## src/rtl/result_serializer_if.sv

```systemverilog
// Capture/serial handshake bundle for result_serializer.
// The master drives capture requests and downstream ready; the slave is the serializer itself.
interface result_serializer_if #(
    parameter int unsigned WIDTH = 31
);
    logic             start;
    logic [WIDTH-1:0] dst;
    logic             busy;
    logic             dout;
    logic             dout_valid;
    logic             dout_ready;
    logic             dout_last;

    modport master (
        output start,
        output dst,
        output dout_ready,
        input  busy,
        input  dout,
        input  dout_valid,
        input  dout_last
    );

    modport slave (
        input  start,
        input  dst,
        input  dout_ready,
        output busy,
        output dout,
        output dout_valid,
        output dout_last
    );
endinterface

```

## src/rtl/result_serializer.sv

```systemverilog
// Parallel-to-serial back end: captures WIDTH result columns and shifts them out LSB-first.
// Define RESULT_SERIALIZER_PARITY_EN to append an even-parity bit to every word.
module result_serializer #(
    parameter int unsigned WIDTH = 31
) (
    input logic                clk,
    input logic                rst,
    result_serializer_if.slave bus
);
    localparam int unsigned     CntW    = $clog2(WIDTH);
    localparam logic [CntW-1:0] LastCnt = CntW'(WIDTH - 1);

`ifdef RESULT_SERIALIZER_PARITY_EN
    typedef enum logic [1:0] {StIdle, StShift, StParity} state_e;
`else
    typedef enum logic [0:0] {StIdle, StShift} state_e;
`endif

    state_e           state_q, state_d;
    logic [WIDTH-1:0] sreg_q, sreg_d;
    logic [CntW-1:0]  cnt_q, cnt_d;
    logic             active;
    logic             xfer;
    logic             capture;
    logic             dout_c;
    logic             last_c;
`ifdef RESULT_SERIALIZER_PARITY_EN
    logic             par_q, par_d;
`endif

    assign active = (state_q != StIdle);
    assign xfer   = active & bus.dout_ready;

    always_comb begin
        state_d = state_q;
        sreg_d  = sreg_q;
        cnt_d   = cnt_q;
        capture = 1'b0;
        dout_c  = 1'b0;
        last_c  = 1'b0;
`ifdef RESULT_SERIALIZER_PARITY_EN
        par_d   = par_q;
`endif
        unique case (state_q)
            StIdle: begin
                capture = bus.start;
            end
            StShift: begin
                dout_c = sreg_q[0];
`ifndef RESULT_SERIALIZER_PARITY_EN
                last_c = (cnt_q == LastCnt);
`endif
                if (xfer) begin
                    sreg_d = sreg_q >> 1;
                    cnt_d  = cnt_q + CntW'(1);
                    if (cnt_q == LastCnt) begin
`ifdef RESULT_SERIALIZER_PARITY_EN
                        state_d = StParity;
`else
                        // A start in the final-bit cycle chains the next word with no gap.
                        state_d = StIdle;
                        capture = bus.start;
`endif
                    end
                end
            end
`ifdef RESULT_SERIALIZER_PARITY_EN
            StParity: begin
                dout_c = par_q;
                last_c = 1'b1;
                if (xfer) begin
                    state_d = StIdle;
                    capture = bus.start;
                end
            end
`endif
            default: begin
                state_d = StIdle;
            end
        endcase

        if (capture) begin
            state_d = StShift;
            sreg_d  = bus.dst;
            cnt_d   = '0;
`ifdef RESULT_SERIALIZER_PARITY_EN
            par_d   = ^bus.dst;
`endif
        end
    end

    always_ff @(posedge clk or posedge rst) begin
        if (rst) begin
            state_q <= StIdle;
            sreg_q  <= '0;
            cnt_q   <= '0;
`ifdef RESULT_SERIALIZER_PARITY_EN
            par_q   <= 1'b0;
`endif
        end else begin
            state_q <= state_d;
            sreg_q  <= sreg_d;
            cnt_q   <= cnt_d;
`ifdef RESULT_SERIALIZER_PARITY_EN
            par_q   <= par_d;
`endif
        end
    end

    // Outputs decode registered state only; dst never reaches dout combinationally.
    assign bus.busy       = active;
    assign bus.dout_valid = active;
    assign bus.dout       = dout_c;
    assign bus.dout_last  = last_c;
endmodule
```

## src/flat_wrapper.sv

```systemverilog
// flat-port wrapper written by rule: the top's interface ports become plain ports
module result_serializer_flat 
#(
    parameter int unsigned WIDTH = 31
)
  (clk, rst, bus_start, bus_dst, bus_dout_ready, bus_busy, bus_dout, bus_dout_valid, bus_dout_last);
  result_serializer_if #(.WIDTH(WIDTH)) bus_i ();
  input logic clk;
  input logic rst;
  input wire logic [$bits(bus_i.start)-1:0] bus_start;
  input wire logic [$bits(bus_i.dst)-1:0] bus_dst;
  input wire logic [$bits(bus_i.dout_ready)-1:0] bus_dout_ready;
  output wire logic [$bits(bus_i.busy)-1:0] bus_busy;
  output wire logic [$bits(bus_i.dout)-1:0] bus_dout;
  output wire logic [$bits(bus_i.dout_valid)-1:0] bus_dout_valid;
  output wire logic [$bits(bus_i.dout_last)-1:0] bus_dout_last;
  assign bus_i.start = bus_start;
  assign bus_i.dst = bus_dst;
  assign bus_i.dout_ready = bus_dout_ready;
  assign bus_busy = bus_i.busy;
  assign bus_dout = bus_i.dout;
  assign bus_dout_valid = bus_i.dout_valid;
  assign bus_dout_last = bus_i.dout_last;
  result_serializer #(.WIDTH(WIDTH)) u_core (.clk(clk), .rst(rst), .bus(bus_i));
endmodule
```

## config.mk

```make
export PLATFORM = sky130hd
export DESIGN_NAME = result_serializer_flat
export DESIGN_NICKNAME = d
export VERILOG_FILES = /design/src/rtl/result_serializer_if.sv /design/src/rtl/result_serializer.sv /design/src/flat_wrapper.sv
export SDC_FILE = /design/constraint.sdc
export NUM_CORES = 1
export LEC_CHECK = 0
export CORE_MARGIN = 10
export CORE_UTILIZATION = 50
export CTS_CLUSTER_SIZE = 30
export DETAILED_ROUTE_END_ITERATION = 6
export PLACE_DENSITY_LB_ADDON = 0.25
export SLEW_MARGIN = 0
export SYNTH_ARGS = -nofsm -noshare
export SYNTH_HDL_FRONTEND = slang
export SYNTH_SLANG_ARGS = --single-unit
```

## constraint.sdc

```tcl
create_clock -name clk -period 4.2 [get_ports clk]
set_input_delay 1.26 -clock clk [delete_from_list [all_inputs] [get_ports clk]]
set_output_delay 1.26 -clock clk [all_outputs]
set_load 0.01 [all_outputs]
```

== Word level (Yosys, flattened, before mapping) ==
Index checks and enable logic that the tools add are counted.

* Add/subtract/negate cells: 1
* Equal/unequal tests: 1
* Mux-type cells: 15
* Bitwise gates (word level): 2
* Reduce and logical (&&, ||, !) cells: 3

{| class="wikitable"
|+ Operator list
! kind !! number
|-
| 31-bit 2-to-1 mux || 3
|-
| 5-bit 2-to-1 mux || 3
|-
| 1-bit 2-to-1 mux || 8
|-
| 5-bit by 1-bit adder with 5-bit output, second input constant || 1
|-
| 5-bit equality test, second input constant || 1
|-
| 2-bit nonzero test || 2
|-
| 1-bit case mux with 2 select lines || 1
|-
| 2-bit AND reduction || 1
|-
| 1-bit AND || 1
|-
| 1-bit NOT || 1
|}

* Register bits: 37

== Logic depth before layout (Yosys ltp) ==
Gate-level depths: netlist of run 1.

* Word-level depth: 6
* Gate-level depth with buffers: 7

== Worst setup path after synthesis of run 1 ==
No wires, ideal clock.

* Path kind: reg2out
* Start: reg u_core.cnt_q[0]
* End: out bus_dout_last
* Arrival time: 1,282 ps
* Required time: 2,940 ps
* Slack: 1,658 ps
* Stages on the path, launching flop included: 7
* Path buffers: 2
* Cell sequence: dfrtp_1 inv_1 ha_1 and4_1 buf_6 buf_2 and2_1

* Word-level cells in the longest chain between the ends: 2

{| class="wikitable"
|+ RTL lines
! element !! RTL line !! text
|-
| start, declared || result_serializer.sv:21 || <nowiki>logic [CntW-1:0] cnt_q, cnt_d;</nowiki>
|-
| start signal, assigned || result_serializer.sv:103 || <nowiki>cnt_q <= cnt_d;</nowiki>
|-
| 5-bit equality test || result_serializer.sv:51 || <nowiki>last_c = (cnt_q == LastCnt);</nowiki>
|-
| 1-bit 2-to-1 mux || result_serializer.sv:44 || <nowiki>unique case (state_q)</nowiki>
|-
| end, declared || flat_wrapper.sv:16 || <nowiki>output wire logic [$bits(bus_i.dout_last)-1:0] bus_dout_last;</nowiki>
|}

Every way passes these cells.

== Worst setup path after layout of run 1 ==
Same ends and word-level chain as after synthesis.

==> reports/summary.json, run 1 <==
{
  "run_status": {"value": "finished, final reports clean"},
  "timing.critical_path.fanout_max": {"value": 5},
  "crit_required": {"value": 2.94, "unit": "ns"},
  "synth_fp_nets": {"value": 237},
  "timing.hold.ws": {"value": 0.563, "unit": "ns"},
  "first_iter_violations": {"value": 244},
  "gp_congestion": {"value": 0.906},
  "ant_nets": {"value": 0},
  "min_path_type": {"value": "reg -> reg"},
  "setup_tns": {"value": 0, "unit": "ns"},
  "ir_worst_vdd": {"value": 0.000232, "unit": "V"},
  "finish.utilization": {"value": 62.5, "unit": "%"},
  "yosys.cell_types.count": {"value": 35},
  "gr-usage-met2": {"value": 24.3, "unit": "%"},
  "number_of_global_route_vias_before_repair": {"value": 2025},
  "syn-instance-count": {"value": 200},
  "timing.setup.critical_path_class": {"value": "reg -> out"},
  "grt_max_degree": {"value": 38},
  "avgSynthCellArea": {"value": 10.9, "unit": "µm²"},
  "clock_insertion_delay_worst_skew": {"value": 0.29, "unit": "ns"},
  "cts_setup_buffers": {"value": 0},
  "yosys_register_bits": {"value": 37},
  "numClockSinks": {"value": 37},
  "avgRoutedWirePerCell": {"value": 20.9, "unit": "µm"},
  "globalRoute.busiestLayer": {"value": "met2"},
  "route.vias.total": {"value": 1955},
  "power_density": {"value": 435, "unit": "nW/µm²"},
  "die-width": {"value": 85.9, "unit": "µm"},
  "ioPinCount": {"value": 39},
  "floorplan.initialDensity": {"value": 52.8, "unit": "%"},
  "worst_setup_path_end_kind": {"value": "output port"},
  "holdBufCountCts": {"value": 0},
  "viasPerCell": {"value": 7.01},
  "antenna_cells_inserted": {"value": 0},
  "grt_first_pass_wirelength": {"value": 9580, "unit": "µm"},
  "clockBufferDepth": {"value": 2},
  "clkSlewWorstSetupHoldPaths": {"value": 0.07, "unit": "ns"},
  "drive_gt1_share": {"value": 13.5, "unit": "%"},
  "grt_use_met3": {"value": 5.77, "unit": "%"},
  "grt_usage": {"value": 15.7, "unit": "%"},
  "period_minus_slack": {"value": 3.14, "unit": "ns"},
  "seq_area_frac_synth": {"value": 42.6, "unit": "%"},
  "final-max-slew-violation-count": {"value": 0},
  "max_slew.worst_pin.slew": {"value": 0.802, "unit": "ns"},
  "dp_hpwl": {"value": 4040, "unit": "µm"},
  "area_delta_synth_final": {"value": 18.5, "unit": "%"},
  "maxCapViolCount": {"value": 0},
  "placementRows": {"value": 23},
  "cell_area_after_synthesis": {"value": 2170, "unit": "µm²"},
  "fin_worst_skew": {"value": 0.00562, "unit": "ns"},
  "count_of_final_hold_check_violations": {"value": 0},
  "cts_tree": {"value": "built"},
  "grt_antenna_before_repair": {"value": 0},
  "worst_slew_margin_rel": {"value": 46.5, "unit": "%"},
  "floorplan.die_area": {"value": 7380, "unit": "µm²"},
  "buffers_on_ports": {"value": 38},
  "final_net_count": {"value": 265},
  "post-route-period-util": {"value": 74.7, "unit": "%"},
  "p_leak": {"value": 0.000894, "unit": "µW"},
  "cts_root_buf": {"value": "sky130_fd_sc_hd__clkbuf_8"},
  "globalRouteMet1Util": {"value": 18.7, "unit": "%"},
  "wirelength": {"value": 5840, "unit": "µm"},
  "drc": {"value": 0},
  "reg2reg_setup_slack": {"value": 1.96, "unit": "ns"},
  "first_pass_iters": {"value": 4},
  "globalRoute.totalOverflow": {"value": 0},
  "report.final.setup_viol": {"value": 0},
  "unrepaired_setup_endpoints_after_global_routing": {"value": "false"},
  "core_region_area": {"value": 4120, "unit": "µm²"},
  "worst_setup_path_start_kind": {"value": "flop"},
  "max_freq": {"value": 319, "unit": "MHz"},
  "die_height": {"value": 85.9, "unit": "µm"},
  "synth_warnings": {"value": 0},
  "cts_resized": {"value": 0},
  "cts_buffers": {"value": 5},
  "h-tree-depth": {"value": 2},
  "arrival": {"value": 1.88, "unit": "ns"}
}
==> per-layer routing <==
metal / vias up / part of all wire (%)
met4: 0 / 2.6
met1: 968 / 42
li1: 884 / -
met3: 15 / 7.5
met5: - / 0
met2: 88 / 48
==> cell families (layout without fill, tap and decap cells) <==
logic type                 Yosys count  count (layout)  synth area share [%]
adders and majority gates            2               2                  1.15
xor gates and xnor gates             1               1                 0.403
muxes                                1               1                 0.518
buffers and inverters               25              54                  7.66
AOI/OAI and AO/OA                   85              85                  35.3
and+or+nand+nor                     49              49                  12.4
DFF                                 37              37                  42.6
==> final timing paths <==
| path | endpoint | cells past startpoint | startpoint |
|---|---|---|---|
| max in group asynchronous | u_core.sreg_q[10]$_DFFE_PP0P_ | 3 | rst |
| min in group asynchronous | u_core.sreg_q[4]$_DFFE_PP0P_ | 2 | rst |
| worst max register to register | u_core.sreg_q[20]$_DFFE_PP0P_ | 3 | u_core.bus.busy$_DFF_PP0_ |
| worst min register to register | u_core.sreg_q[1]$_DFFE_PP0P_ | 1 | u_core.sreg_q[2]$_DFFE_PP0P_ |
| worst min-delay path | u_core.sreg_q[1]$_DFFE_PP0P_ | 1 | u_core.sreg_q[2]$_DFFE_PP0P_ |
| worst max-delay path | bus_dout_last | 5 | u_core.cnt_q[0]$_DFFE_PP0P_ |
==> worst max-delay path, cell delays in order, from the launching register on <==
cell and delay, ns:
sky130_fd_sc_hd__dfrtp_1 0.43, sky130_fd_sc_hd__inv_1 0.08, sky130_fd_sc_hd__ha_1 0.17, sky130_fd_sc_hd__and4_1 0.22
sky130_fd_sc_hd__and2_1 0.15, sky130_fd_sc_hd__clkdlybuf4s50_1 0.54
==> power by group <==
group,switching (µW),internal (µW)
combinational,137,176
clock,123,118
sequential,107,458
==> cells in the mapped netlist <==
master | n | share of area [%]
sky130_fd_sc_hd__inv_1 | 4 | 0.69
sky130_fd_sc_hd__o21ai_0 | 3 | 0.69
sky130_fd_sc_hd__nand3_4 | 1 | 0.81
sky130_fd_sc_hd__a21oi_1 | 1 | 0.23
sky130_fd_sc_hd__buf_2 | 7 | 1.6
sky130_fd_sc_hd__buf_6 | 4 | 2.1
sky130_fd_sc_hd__nand3_1 | 4 | 0.92
sky130_fd_sc_hd__o221a_2 | 5 | 2.6
sky130_fd_sc_hd__or2b_1 | 1 | 0.35
sky130_fd_sc_hd__o22a_1 | 15 | 6.0
sky130_fd_sc_hd__a21o_4 | 1 | 0.69
sky130_fd_sc_hd__a22oi_1 | 2 | 0.69
sky130_fd_sc_hd__nand2b_1 | 1 | 0.29
sky130_fd_sc_hd__ha_1 | 2 | 1.2
sky130_fd_sc_hd__a2111oi_2 | 12 | 8.3
sky130_fd_sc_hd__and4_1 | 1 | 0.40
sky130_fd_sc_hd__xor2_1 | 1 | 0.40
sky130_fd_sc_hd__nand4_1 | 1 | 0.29
sky130_fd_sc_hd__and2_1 | 2 | 0.58
sky130_fd_sc_hd__or3_1 | 2 | 0.58
sky130_fd_sc_hd__dfrtp_1 | 37 | 43
sky130_fd_sc_hd__nand2_2 | 1 | 0.29
sky130_fd_sc_hd__clkbuf_1 | 1 | 0.17
sky130_fd_sc_hd__o31ai_1 | 1 | 0.35
sky130_fd_sc_hd__nor2_1 | 1 | 0.17
sky130_fd_sc_hd__o21ai_1 | 1 | 0.23
sky130_fd_sc_hd__o221a_1 | 10 | 5.2
sky130_fd_sc_hd__a31o_2 | 1 | 0.40
sky130_fd_sc_hd__mux2_2 | 1 | 0.52
sky130_fd_sc_hd__nand2_1 | 3 | 0.52
sky130_fd_sc_hd__o22ai_1 | 30 | 8.6
sky130_fd_sc_hd__nor3_1 | 30 | 6.9
sky130_fd_sc_hd__a2111oi_0 | 3 | 1.2
sky130_fd_sc_hd__and3_1 | 1 | 0.29
sky130_fd_sc_hd__buf_4 | 9 | 3.1
==> per-stage QoR <==
step / setup WS, ns / total power, µW / cells / area [µm²]
3_3_place_gp: 0.987 / 848 / 271 / 2490
3_5_place_dp: 0.826 / 879 / 271 / 2490
6_report: 1.06 / 1120 / 279 / 2570
5_1_grt: 1.00 / 1180 / 279 / 2570
2_1_floorplan: 1.66 / 772 / 200 / 2170
4_1_cts: 1.06 / 1120 / 279 / 2570
==> registers in the layout (all words and copies together), names as in the netlist <==
register         flops
u_core.sreg_q       31
u_core.cnt_q         5
u_core.bus.busy      1
==> area by class of cell <==
class / count / area [µm²]
clock buffers: 8 / 80.1
fillers: 321 / 1540
inverters: 4 / 15.0
multi-input cells: 138 / 1080
flip-flops and latches: 37 / 926
well taps: 50 / 62.6
repair buffers: 42 / 410
==> layout by cell type (no fill, tap or decap), types with 2 or more instances in the layout <==
| cell | netlist | routed |
|---|---|---|
| sky130_fd_sc_hd__a2111oi_2 | 12 | 12 |
| sky130_fd_sc_hd__inv_1 | 4 | 4 |
| sky130_fd_sc_hd__a2111oi_0 | 3 | 3 |
| sky130_fd_sc_hd__o21ai_0 | 3 | 3 |
| sky130_fd_sc_hd__nand2_1 | 3 | 3 |
| sky130_fd_sc_hd__o22a_1 | 15 | 15 |
| sky130_fd_sc_hd__clkdlybuf4s50_1 | 0 | 38 |
| sky130_fd_sc_hd__nand3_1 | 4 | 4 |
| sky130_fd_sc_hd__clkbuf_8 | 0 | 5 |
| sky130_fd_sc_hd__nor3_1 | 30 | 30 |
| sky130_fd_sc_hd__dfrtp_1 | 37 | 37 |
| sky130_fd_sc_hd__clkbuf_1 | 1 | 3 |
| sky130_fd_sc_hd__buf_4 | 9 | 4 |
| sky130_fd_sc_hd__o221a_1 | 10 | 10 |
| sky130_fd_sc_hd__o22ai_1 | 30 | 30 |
| sky130_fd_sc_hd__o221a_2 | 5 | 5 |
| sky130_fd_sc_hd__ha_1 | 2 | 2 |
| sky130_fd_sc_hd__a22oi_1 | 2 | 2 |
| sky130_fd_sc_hd__and2_1 | 2 | 2 |
| sky130_fd_sc_hd__or3_1 | 2 | 2 |
(Power assumes the default switching activity.)
==> run 2: changes to the inputs <==
Clock period 4.2 ns to 2.9 ns, I/O delays scaled along.
==> run 2 against run 1 <==
Against the previous run:
- sequential power increased by 44%
- design area increased by 1.9%
- clock skew increased by 0.0011 ns
- die area unchanged
- register-to-register slack got worse by 0.97 ns
- setup slack got worse by 0.92 ns
- critical endpoint unchanged
- critical path type unchanged
- sequential cell count unchanged
- sequential share of layout area decreased by 0.67 points
- highest routed layer unchanged
- total power increased by 47%
- clock power increased by 54%
==> reports/summary.json, run 2 (synthesized netlist as in run 1, its figures left out) <==
{
  "worst_setup_path_start_kind": {"value": "flop", "change": "unchanged"},
  "timing.critical_path.slowest_cell_delay": {"value": 0.56, "unit": "ns", "change": "was 0.54 ns"},
  "cell_internal_pwr": {"value": 1110, "unit": "µW", "change": "was 752 µW"},
  "placementRows": {"value": 23, "change": "unchanged"},
  "clkSlewWorstSetupHoldPaths": {"value": 0.07, "unit": "ns", "change": "about the same"},
  "mostFrequentLayoutCell": {"value": "sky130_fd_sc_hd__clkdlybuf4s50_1", "change": "unchanged"},
  "h-tree-depth": {"value": 2, "change": "unchanged"},
  "r2r-start": {"value": "u_core.bus.busy$_DFF_PP0_", "change": "unchanged"},
  "run_status": {"value": "finished, final reports clean", "change": "unchanged"},
  "postPlaceCellArea": {"value": 2540, "unit": "µm²", "change": "was 2490 µm²"},
  "holdBufCountCts": {"value": 0, "change": "unchanged"},
  "cts_setup_buffers": {"value": 0, "change": "unchanged"},
  "cts_tree": {"value": "built", "change": "unchanged"},
  "unrepaired_setup_endpoints_after_global_routing": {"value": "false", "change": "unchanged"},
  "detailroute.wirelength.met2": {"value": 2800, "unit": "µm", "change": "was 2820 µm"},
  "maxCapViolCount": {"value": 0, "change": "unchanged"},
  "met1Wirelength": {"value": 2630, "unit": "µm", "change": "was 2440 µm"},
  "setup_tns": {"value": 0, "unit": "ns", "change": "unchanged"},
  "max_slew.worst_pin.slew": {"value": 0.563, "unit": "ns", "change": "was 0.802 ns"},
  "grt_first_pass_wirelength": {"value": 9700, "unit": "µm", "change": "was 9580 µm"},
  "number_of_global_route_vias_before_repair": {"value": 1995, "change": "was 2025"},
  "layout.cell_area.non_filler": {"value": 2620, "unit": "µm²", "change": "was 2570 µm²"},
  "crit_chain": {"value": "inv_1 -> ha_1 -> and4_1 -> and2_1 -> clkdlybuf4s50_1", "change": "unchanged"},
  "globalRoute.totalOverflow": {"value": 0, "change": "unchanged"},
  "viasPerCell": {"value": 6.87, "change": "was 7.01"},
  "max_freq": {"value": 362, "unit": "MHz"},
  "grt_usage": {"value": 15.9, "unit": "%", "change": "was 15.7%"},
  "ant_nets": {"value": 0, "change": "unchanged"},
  "count_of_final_hold_check_violations": {"value": 0, "change": "unchanged"},
  "floorplan.die_area": {"value": 7380, "unit": "µm²", "change": "unchanged"},
  "avgRoutedWirePerCell": {"value": 20.7, "unit": "µm", "change": "was 20.9 µm"},
  "crit_slowest_cell": {"value": "sky130_fd_sc_hd__clkdlybuf4s50_1", "change": "unchanged"},
  "crit_required": {"value": 2.03, "unit": "ns", "change": "was 2.94 ns"},
  "die_height": {"value": 85.9, "unit": "µm", "change": "unchanged"},
  "report.final.setup_viol": {"value": 0, "change": "unchanged"},
  "first_iter_violations": {"value": 218, "change": "was 244"},
  "min_path_type": {"value": "reg -> reg", "change": "unchanged"},
  "die-width": {"value": 85.9, "unit": "µm", "change": "unchanged"},
  "top_register": {"value": "u_core.sreg_q", "change": "unchanged"},
  "area_delta_synth_final": {"value": 20.7, "unit": "%", "change": "was 18.5%"},
  "largest_register_ff_count": {"value": 31, "change": "unchanged"},
  "worst_setup_path_end_kind": {"value": "output port", "change": "unchanged"},
  "ir_worst_vdd": {"value": 0.000334, "unit": "V", "change": "was 0.000232 V"},
  "reg2reg_setup_slack": {"value": 0.99, "unit": "ns", "change": "was 1.96 ns"},
  "wirelength": {"value": 5840, "unit": "µm", "change": "about the same"},
  "route.met3.wl": {"value": 327, "unit": "µm", "change": "was 436 µm"},
  "first_pass_iters": {"value": 4, "change": "unchanged"},
  "cts_resized": {"value": 0, "change": "unchanged"},
  "netSwitchingPower": {"value": 534, "unit": "µW", "change": "was 367 µW"},
  "numClockSinks": {"value": 37, "change": "unchanged"},
  "fillerInstances": {"value": 320, "change": "was 321"},
  "timing.setup.critical_path_class": {"value": "reg -> out", "change": "unchanged"},
  "route.vias.total": {"value": 1938, "change": "was 1955"},
  "crit_path_end": {"value": "bus_dout_last", "change": "unchanged"},
  "gp_congestion": {"value": 0.784, "change": "was 0.906"},
  "worst_slew_margin_rel": {"value": 62.4, "unit": "%", "change": "was 46.5%"},
  "cts_root_buf": {"value": "sky130_fd_sc_hd__clkbuf_8", "change": "unchanged"},
  "worstRegToRegCells": {"value": 4, "change": "was 3"},
  "final_net_count": {"value": 269, "change": "was 265"},
  "power_density": {"value": 628, "unit": "nW/µm²", "change": "was 435 nW/µm²"},
  "antenna_cells_inserted": {"value": 0, "change": "unchanged"},
  "timing.critical_path.from": {"value": "u_core.cnt_q[0]$_DFFE_PP0P_", "change": "unchanged"},
  "top_signal_layer_used": {"value": "met4", "change": "unchanged"},
  "fin_worst_skew": {"value": 0.00677, "unit": "ns", "change": "was 0.00562 ns"},
  "p_seq_share": {"value": 49.4, "unit": "%", "change": "was 50.5%"},
  "clockBufferDepth": {"value": 2, "change": "unchanged"},
  "clock_insertion_delay_worst_skew": {"value": 0.29, "unit": "ns", "change": "about the same"},
  "combinationalPowerShare": {"value": 28.1, "unit": "%", "change": "was 28.0%"},
  "grt_antenna_before_repair": {"value": 0, "change": "unchanged"},
  "final-max-slew-violation-count": {"value": 0, "change": "unchanged"},
  "floorplan.initialDensity": {"value": 52.8, "unit": "%", "change": "unchanged"},
  "power_switching_share": {"value": 32.4, "unit": "%", "change": "was 32.8%"},
  "most-common-layout-cells": {"value": "sky130_fd_sc_hd__clkdlybuf4s50_1, sky130_fd_sc_hd__dfrtp_1, sky130_fd_sc_hd__o22ai_1, sky130_fd_sc_hd__nor3_1, sky130_fd_sc_hd__o22a_1", "change": "unchanged"},
  "dp_hpwl": {"value": 3980, "unit": "µm", "change": "was 4040 µm"},
  "pwr-share-clk": {"value": 22.6, "unit": "%", "change": "was 21.5%"},
  "arrival": {"value": 1.89, "unit": "ns", "change": "was 1.88 ns"},
  "ioPinCount": {"value": 39, "change": "unchanged"},
  "drive_gt1_share": {"value": 15.5, "unit": "%", "change": "was 13.5%"},
  "drc": {"value": 0, "change": "unchanged"},
  "timing.critical_path.fanout_max": {"value": 5, "change": "unchanged"},
  "core_region_area": {"value": 4120, "unit": "µm²", "change": "unchanged"},
  "grt_max_degree": {"value": 38, "change": "unchanged"},
  "p_leak": {"value": 0.000922, "unit": "µW", "change": "was 0.000894 µW"},
  "cts_buffers": {"value": 5, "change": "unchanged"},
  "period_minus_slack": {"value": 2.76, "unit": "ns"},
  "r2r-end": {"value": "u_core.sreg_q[20]$_DFFE_PP0P_", "change": "unchanged"},
  "post-route-period-util": {"value": 95.3, "unit": "%"},
  "buffers_on_ports": {"value": 38, "change": "unchanged"}
}
-- run 2: cell count changes in the layout (fill, tap and decap cells not counted), sizes merged --
cell    before  now
clkbuf       8    7
buf          4    8
-- run 2: cell type report --
type	instances	area, µm²	share of cell area, %
Clock buffer	7	86.3	3.29
Inverter	4	15.0	0.573
Multi-Input combinational cell	138	1080	41.2
Sequential cell	37	926	35.3
Tap cell	50	62.6	2.39
Timing Repair Buffer	46	453	17.3
-- run 2: through the flow --
stage / instances / total power (µW) / setup slack (ns) / utilization, % / hold slack, ns
after floorplan: 200 / 1120 / 0.748 / - / 0.505
after CTS: 282 / 1650 / 0.111 / 63.7 / 0.563
final: 282 / 1650 / 0.137 / 63.7 / 0.564
after global routing: 282 / 1740 / 0.0838 / 63.7 / 0.586
after global placement: 275 / 1230 / 0.344 / 61.6 / 0.539
after detailed placement: 275 / 1280 / 0.0984 / 61.6 / 0.548
-- run 2: how the worst min path moves through the flow --
stage                                       start                            end  slack (ns)  cells past startpoint
detailed placement   u_core.sreg_q[2]$_DFFE_PP0P_   u_core.sreg_q[1]$_DFFE_PP0P_        0.55                      1
finish              u_core.sreg_q[26]$_DFFE_PP0P_  u_core.sreg_q[25]$_DFFE_PP0P_        0.56                      1
global route         u_core.sreg_q[2]$_DFFE_PP0P_   u_core.sreg_q[1]$_DFFE_PP0P_        0.59                      1
global placement     u_core.sreg_q[2]$_DFFE_PP0P_   u_core.sreg_q[1]$_DFFE_PP0P_        0.54                      1
floorplan             u_core.cnt_q[0]$_DFFE_PP0P_    u_core.cnt_q[0]$_DFFE_PP0P_        0.50                      1
CTS                  u_core.sreg_q[2]$_DFFE_PP0P_   u_core.sreg_q[1]$_DFFE_PP0P_        0.56                      1
-- run 2: power by group through the flow --
stage	registers, µW	logic, µW	clock network, µW
5_1_grt	834	508	399
3_3_place_gp	800	431	0
3_5_place_dp	814	464	0
2_1_floorplan	772	346	0
4_1_cts	805	465	375
6_report	813	463	372
-- run 2: layer usage --
layer,GRT usage [%],vias to the layer above
li1,-,886
met1,19.6,975
met2,25.2,69
met3,5.11,8
met4,5.69,0
met5,0,-
-- run 2: critical path, delay by kind of cell, from the launching register on --
| kind | cells | cell delay [ns] |
|---|---|---|
| adder cells (fa/ha/maj) | 1 | 0.17 |
| buffers and inverters | 2 | 0.63 |
| flip-flops | 1 | 0.42 |
| AND/OR/NAND/NOR | 2 | 0.38 |
==> run 3: changes to the inputs <==
Settings changed: GPL_TIMING_DRIVEN set to 0, SETUP_SLACK_MARGIN set to 0.3.
==> run 3 against run 2 <==
Against the previous run:
- clock power is 8.1% higher
- critical path depth increased by 2
- design area grew 4.0%
- combinational power up 4%
- setup slack gained 0.24 ns
- sequential share of layout area is 1.3 points lower
- wire length fell by 1.1%
- maximum frequency is 9.5% higher
- clock-buffer cell count is the same
- clock skew increased by 0.0050 ns
- hold slack worse by 0.0030 ns
- critical path type unchanged
- critical endpoint unchanged
- highest routed layer unchanged
==> reports/summary.json, run 3 (synthesized netlist as in run 1, its figures left out) <==
{
  "number_of_global_route_vias_before_repair": {"value": 1953, "change": "was 1995"},
  "grt_max_degree": {"value": 38, "change": "unchanged"},
  "mostFrequentLayoutCell": {"value": "sky130_fd_sc_hd__dfrtp_1", "change": "was sky130_fd_sc_hd__clkdlybuf4s50_1"},
  "hold_depth": {"value": 1, "change": "unchanged"},
  "numClockSinks": {"value": 37, "change": "unchanged"},
  "holdBufCountCts": {"value": 0, "change": "unchanged"},
  "timing.hold.worst.start": {"value": "u_core.sreg_q[25]$_DFFE_PP0P_", "change": "was u_core.sreg_q[26]$_DFFE_PP0P_"},
  "gp_congestion": {"value": 0.779, "change": "was 0.784"},
  "p_leak": {"value": 0.000990, "unit": "µW", "change": "was 0.000922 µW"},
  "ir_worst_vdd": {"value": 0.000323, "unit": "V", "change": "was 0.000334 V"},
  "power_switching_share": {"value": 31.9, "unit": "%", "change": "was 32.4%"},
  "grt_first_pass_wirelength": {"value": 9290, "unit": "µm", "change": "was 9700 µm"},
  "number_of_cells_after_detailed_placement": {"value": 286, "change": "was 275"},
  "post-route-period-util": {"value": 87.0, "unit": "%", "change": "was 95.3%"},
  "combinationalPowerShare": {"value": 28.5, "unit": "%", "change": "was 28.1%"},
  "floorplan.die_area": {"value": 7380, "unit": "µm²", "change": "unchanged"},
  "run_status": {"value": "finished, final reports clean", "change": "unchanged"},
  "fillerInstances": {"value": 339, "change": "was 320"},
  "reg2reg_setup_slack": {"value": 1.17, "unit": "ns", "change": "was 0.99 ns"},
  "cts_buffers": {"value": 5, "change": "unchanged"},
  "min_path_type": {"value": "reg -> reg", "change": "unchanged"},
  "r2r-start": {"value": "u_core.cnt_q[0]$_DFFE_PP0P_", "change": "was u_core.bus.busy$_DFF_PP0_"},
  "buffers_on_ports": {"value": 36, "change": "was 38"},
  "clkSlewWorstSetupHoldPaths": {"value": 0.07, "unit": "ns", "change": "about the same"},
  "core_region_area": {"value": 4120, "unit": "µm²", "change": "unchanged"},
  "report.final.setup_viol": {"value": 0, "change": "unchanged"},
  "cell_internal_pwr": {"value": 1150, "unit": "µW", "change": "was 1110 µW"},
  "avgRoutedWirePerCell": {"value": 19.5, "unit": "µm", "change": "was 20.7 µm"},
  "floorplan.initialDensity": {"value": 52.8, "unit": "%", "change": "unchanged"},
  "grt_usage": {"value": 15.1, "unit": "%", "change": "was 15.9%"},
  "die-width": {"value": 85.9, "unit": "µm", "change": "unchanged"},
  "max_slew.worst_pin.slew": {"value": 0.772, "unit": "ns", "change": "was 0.563 ns"},
  "dp_hpwl": {"value": 3960, "unit": "µm", "change": "was 3980 µm"},
  "layout.cell_area.non_filler": {"value": 2730, "unit": "µm²", "change": "was 2620 µm²"},
  "h-tree-depth": {"value": 2, "change": "unchanged"},
  "p_seq_share": {"value": 47.8, "unit": "%", "change": "was 49.4%"},
  "drive_gt1_share": {"value": 22.7, "unit": "%", "change": "was 15.5%"},
  "pwr-share-clk": {"value": 23.8, "unit": "%", "change": "was 22.6%"},
  "finish.utilization": {"value": 66.3, "unit": "%", "change": "was 63.7%"},
  "ioPinCount": {"value": 39, "change": "unchanged"},
  "first_pass_iters": {"value": 5, "change": "was 4"},
  "power_density": {"value": 620, "unit": "nW/µm²", "change": "was 628 nW/µm²"},
  "final_net_count": {"value": 283, "change": "was 269"},
  "grt_antenna_before_repair": {"value": 0, "change": "unchanged"},
  "route.vias.total": {"value": 1997, "change": "was 1938"},
  "timing.critical_path.fanout_max": {"value": 10, "change": "was 5"},
  "crit_required": {"value": 2.03, "unit": "ns", "change": "about the same"},
  "final-max-slew-violation-count": {"value": 0, "change": "unchanged"},
  "setup_tns": {"value": 0, "unit": "ns", "change": "unchanged"},
  "timing.setup.critical_path_class": {"value": "reg -> out", "change": "unchanged"},
  "clockBufferDepth": {"value": 2, "change": "unchanged"},
  "cts_tree": {"value": "built", "change": "unchanged"},
  "hold-path-endpoint": {"value": "u_core.sreg_q[24]$_DFFE_PP0P_", "change": "was u_core.sreg_q[25]$_DFFE_PP0P_"},
  "finalNonFillerCells": {"value": 297, "change": "was 282"},
  "worst_setup_path_start_kind": {"value": "flop", "change": "unchanged"},
  "count_of_final_hold_check_violations": {"value": 0, "change": "unchanged"},
  "unrepaired_setup_endpoints_after_global_routing": {"value": "true", "change": "was false"},
  "placementRows": {"value": 23, "change": "unchanged"},
  "max_freq": {"value": 396, "unit": "MHz", "change": "was 362 MHz"},
  "area_delta_synth_final": {"value": 25.5, "unit": "%", "change": "was 20.7%"},
  "drc": {"value": 0, "change": "unchanged"},
  "ant_nets": {"value": 0, "change": "unchanged"},
  "postPlaceCellArea": {"value": 2590, "unit": "µm²", "change": "was 2540 µm²"},
  "largest_register_ff_count": {"value": 31, "change": "unchanged"},
  "period_minus_slack": {"value": 2.52, "unit": "ns", "change": "was 2.76 ns"},
  "most-common-layout-cells": {"value": "sky130_fd_sc_hd__dfrtp_1, sky130_fd_sc_hd__clkdlybuf4s50_1, sky130_fd_sc_hd__o22ai_1, sky130_fd_sc_hd__nor3_1, sky130_fd_sc_hd__o22a_1", "change": "was sky130_fd_sc_hd__clkdlybuf4s50_1, sky130_fd_sc_hd__dfrtp_1, sky130_fd_sc_hd__o22ai_1, sky130_fd_sc_hd__nor3_1, sky130_fd_sc_hd__o22a_1"},
  "clock_insertion_delay_worst_skew": {"value": 0.30, "unit": "ns", "change": "was 0.29 ns"},
  "worstRegToRegCells": {"value": 5, "change": "was 4"},
  "arrival": {"value": 1.65, "unit": "ns", "change": "was 1.89 ns"},
  "wirelength": {"value": 5780, "unit": "µm", "change": "was 5840 µm"},
  "first_iter_violations": {"value": 191, "change": "was 218"},
  "antenna_cells_inserted": {"value": 0, "change": "unchanged"},
  "viasPerCell": {"value": 6.72, "change": "was 6.87"},
  "netSwitchingPower": {"value": 538, "unit": "µW", "change": "was 534 µW"},
  "maxCapViolCount": {"value": 0, "change": "unchanged"},
  "worst_setup_path_end_kind": {"value": "output port", "change": "unchanged"},
  "die_height": {"value": 85.9, "unit": "µm", "change": "unchanged"},
  "top_register": {"value": "u_core.sreg_q", "change": "unchanged"},
  "cts_root_buf": {"value": "sky130_fd_sc_hd__clkbuf_8", "change": "unchanged"},
  "globalRoute.totalOverflow": {"value": 0, "change": "unchanged"},
  "fin_worst_skew": {"value": 0.0118, "unit": "ns", "change": "was 0.00677 ns"},
  "r2r-end": {"value": "u_core.cnt_q[3]$_DFFE_PP0P_", "change": "was u_core.sreg_q[20]$_DFFE_PP0P_"},
  "worst_slew_margin_rel": {"value": 48.5, "unit": "%", "change": "was 62.4%"}
}
run 3: cell types whose count changed in the layout (fill, tap and decap cells not counted):
cell | previous run | this run
sky130_fd_sc_hd__dlymetal6s2s_1 | 0 | 1
sky130_fd_sc_hd__buf_2 | 0 | 5
sky130_fd_sc_hd__clkinv_2 | 0 | 1
sky130_fd_sc_hd__clkbuf_8 | 6 | 7
sky130_fd_sc_hd__buf_12 | 1 | 0
sky130_fd_sc_hd__dfrtp_2 | 0 | 1
sky130_fd_sc_hd__clkbuf_2 | 0 | 1
sky130_fd_sc_hd__clkdlybuf4s50_1 | 38 | 34
sky130_fd_sc_hd__buf_6 | 0 | 5
sky130_fd_sc_hd__dfrtp_1 | 37 | 36
sky130_fd_sc_hd__buf_4 | 7 | 13
sky130_fd_sc_hd__inv_1 | 4 | 3
sky130_fd_sc_hd__inv_2 | 0 | 1
run 3: power groups by stage:
stage	clock network (µW)	logic (µW)	registers, µW
2_1_floorplan	0	346	772
5_1_grt	429	528	823
6_report	402	481	807
3_3_place_gp	0	444	811
3_5_place_dp	0	462	809
4_1_cts	404	480	798
run 3: how the worst max path moves through the flow:
stage / startpoint / slack (ns) / endpoint / depth (start not counted)
global route: u_core.cnt_q[0]$_DFFE_PP0P_ / 0.29 / bus_dout_last / 7
detailed placement: u_core.cnt_q[0]$_DFFE_PP0P_ / 0.12 / bus_dout_last / 7
floorplan: u_core.cnt_q[0]$_DFFE_PP0P_ / 0.75 / bus_dout_last / 6
finish: u_core.cnt_q[0]$_DFFE_PP0P_ / 0.38 / bus_dout_last / 7
global placement: u_core.cnt_q[0]$_DFFE_PP0P_ / 0.14 / bus_dout_last / 7
CTS: u_core.cnt_q[0]$_DFFE_PP0P_ / 0.22 / bus_dout_last / 7
run 3: layer usage:
layer	wire [µm]	track usage, %	up-vias
met1	2660	19.4	995
li1	-	-	917
met4	51	5.09	0
met5	0	0	-
met3	381	4.45	5
met2	2680	23.5	80
run 3: repair_timing:
item / CTS / global route
resized for setup: 5 / 3
hold endpoints to repair: 0 / 0
setup endpoints to repair: 2 / 2
setup buffers: 3 / 0
run 3: final cells by class:
class	instances	area, µm²	area share, %
multi-input combinational	138	1080	39.6
sequential	37	927	34.0
timing repair buffer	39	380	14.0
buffer	21	160	5.87
clock buffer	7	96.3	3.53
tap	50	62.6	2.29
inverter	4	15.0	0.551
clock inverter	1	5.00	0.184
run 3: critical path: stages (launching register included):
cell and delay [ns]:
sky130_fd_sc_hd__dfrtp_1 0.38, sky130_fd_sc_hd__inv_1 0.06, sky130_fd_sc_hd__ha_1 0.15, sky130_fd_sc_hd__and4_1 0.21, sky130_fd_sc_hd__buf_6 0.15, sky130_fd_sc_hd__buf_6 0.15, sky130_fd_sc_hd__and2_1 0.13, sky130_fd_sc_hd__clkbuf_2 0.13
run 3: through the flow:
step | power (µW) | hold slack [ns] | setup WS, ns
after detailed placement | 1270 | 0.543 | 0.123
after CTS | 1680 | 0.562 | 0.225
after floorplan | 1120 | 0.505 | 0.748
after global placement | 1260 | 0.536 | 0.137
final | 1690 | 0.561 | 0.377
after global routing | 1780 | 0.578 | 0.286
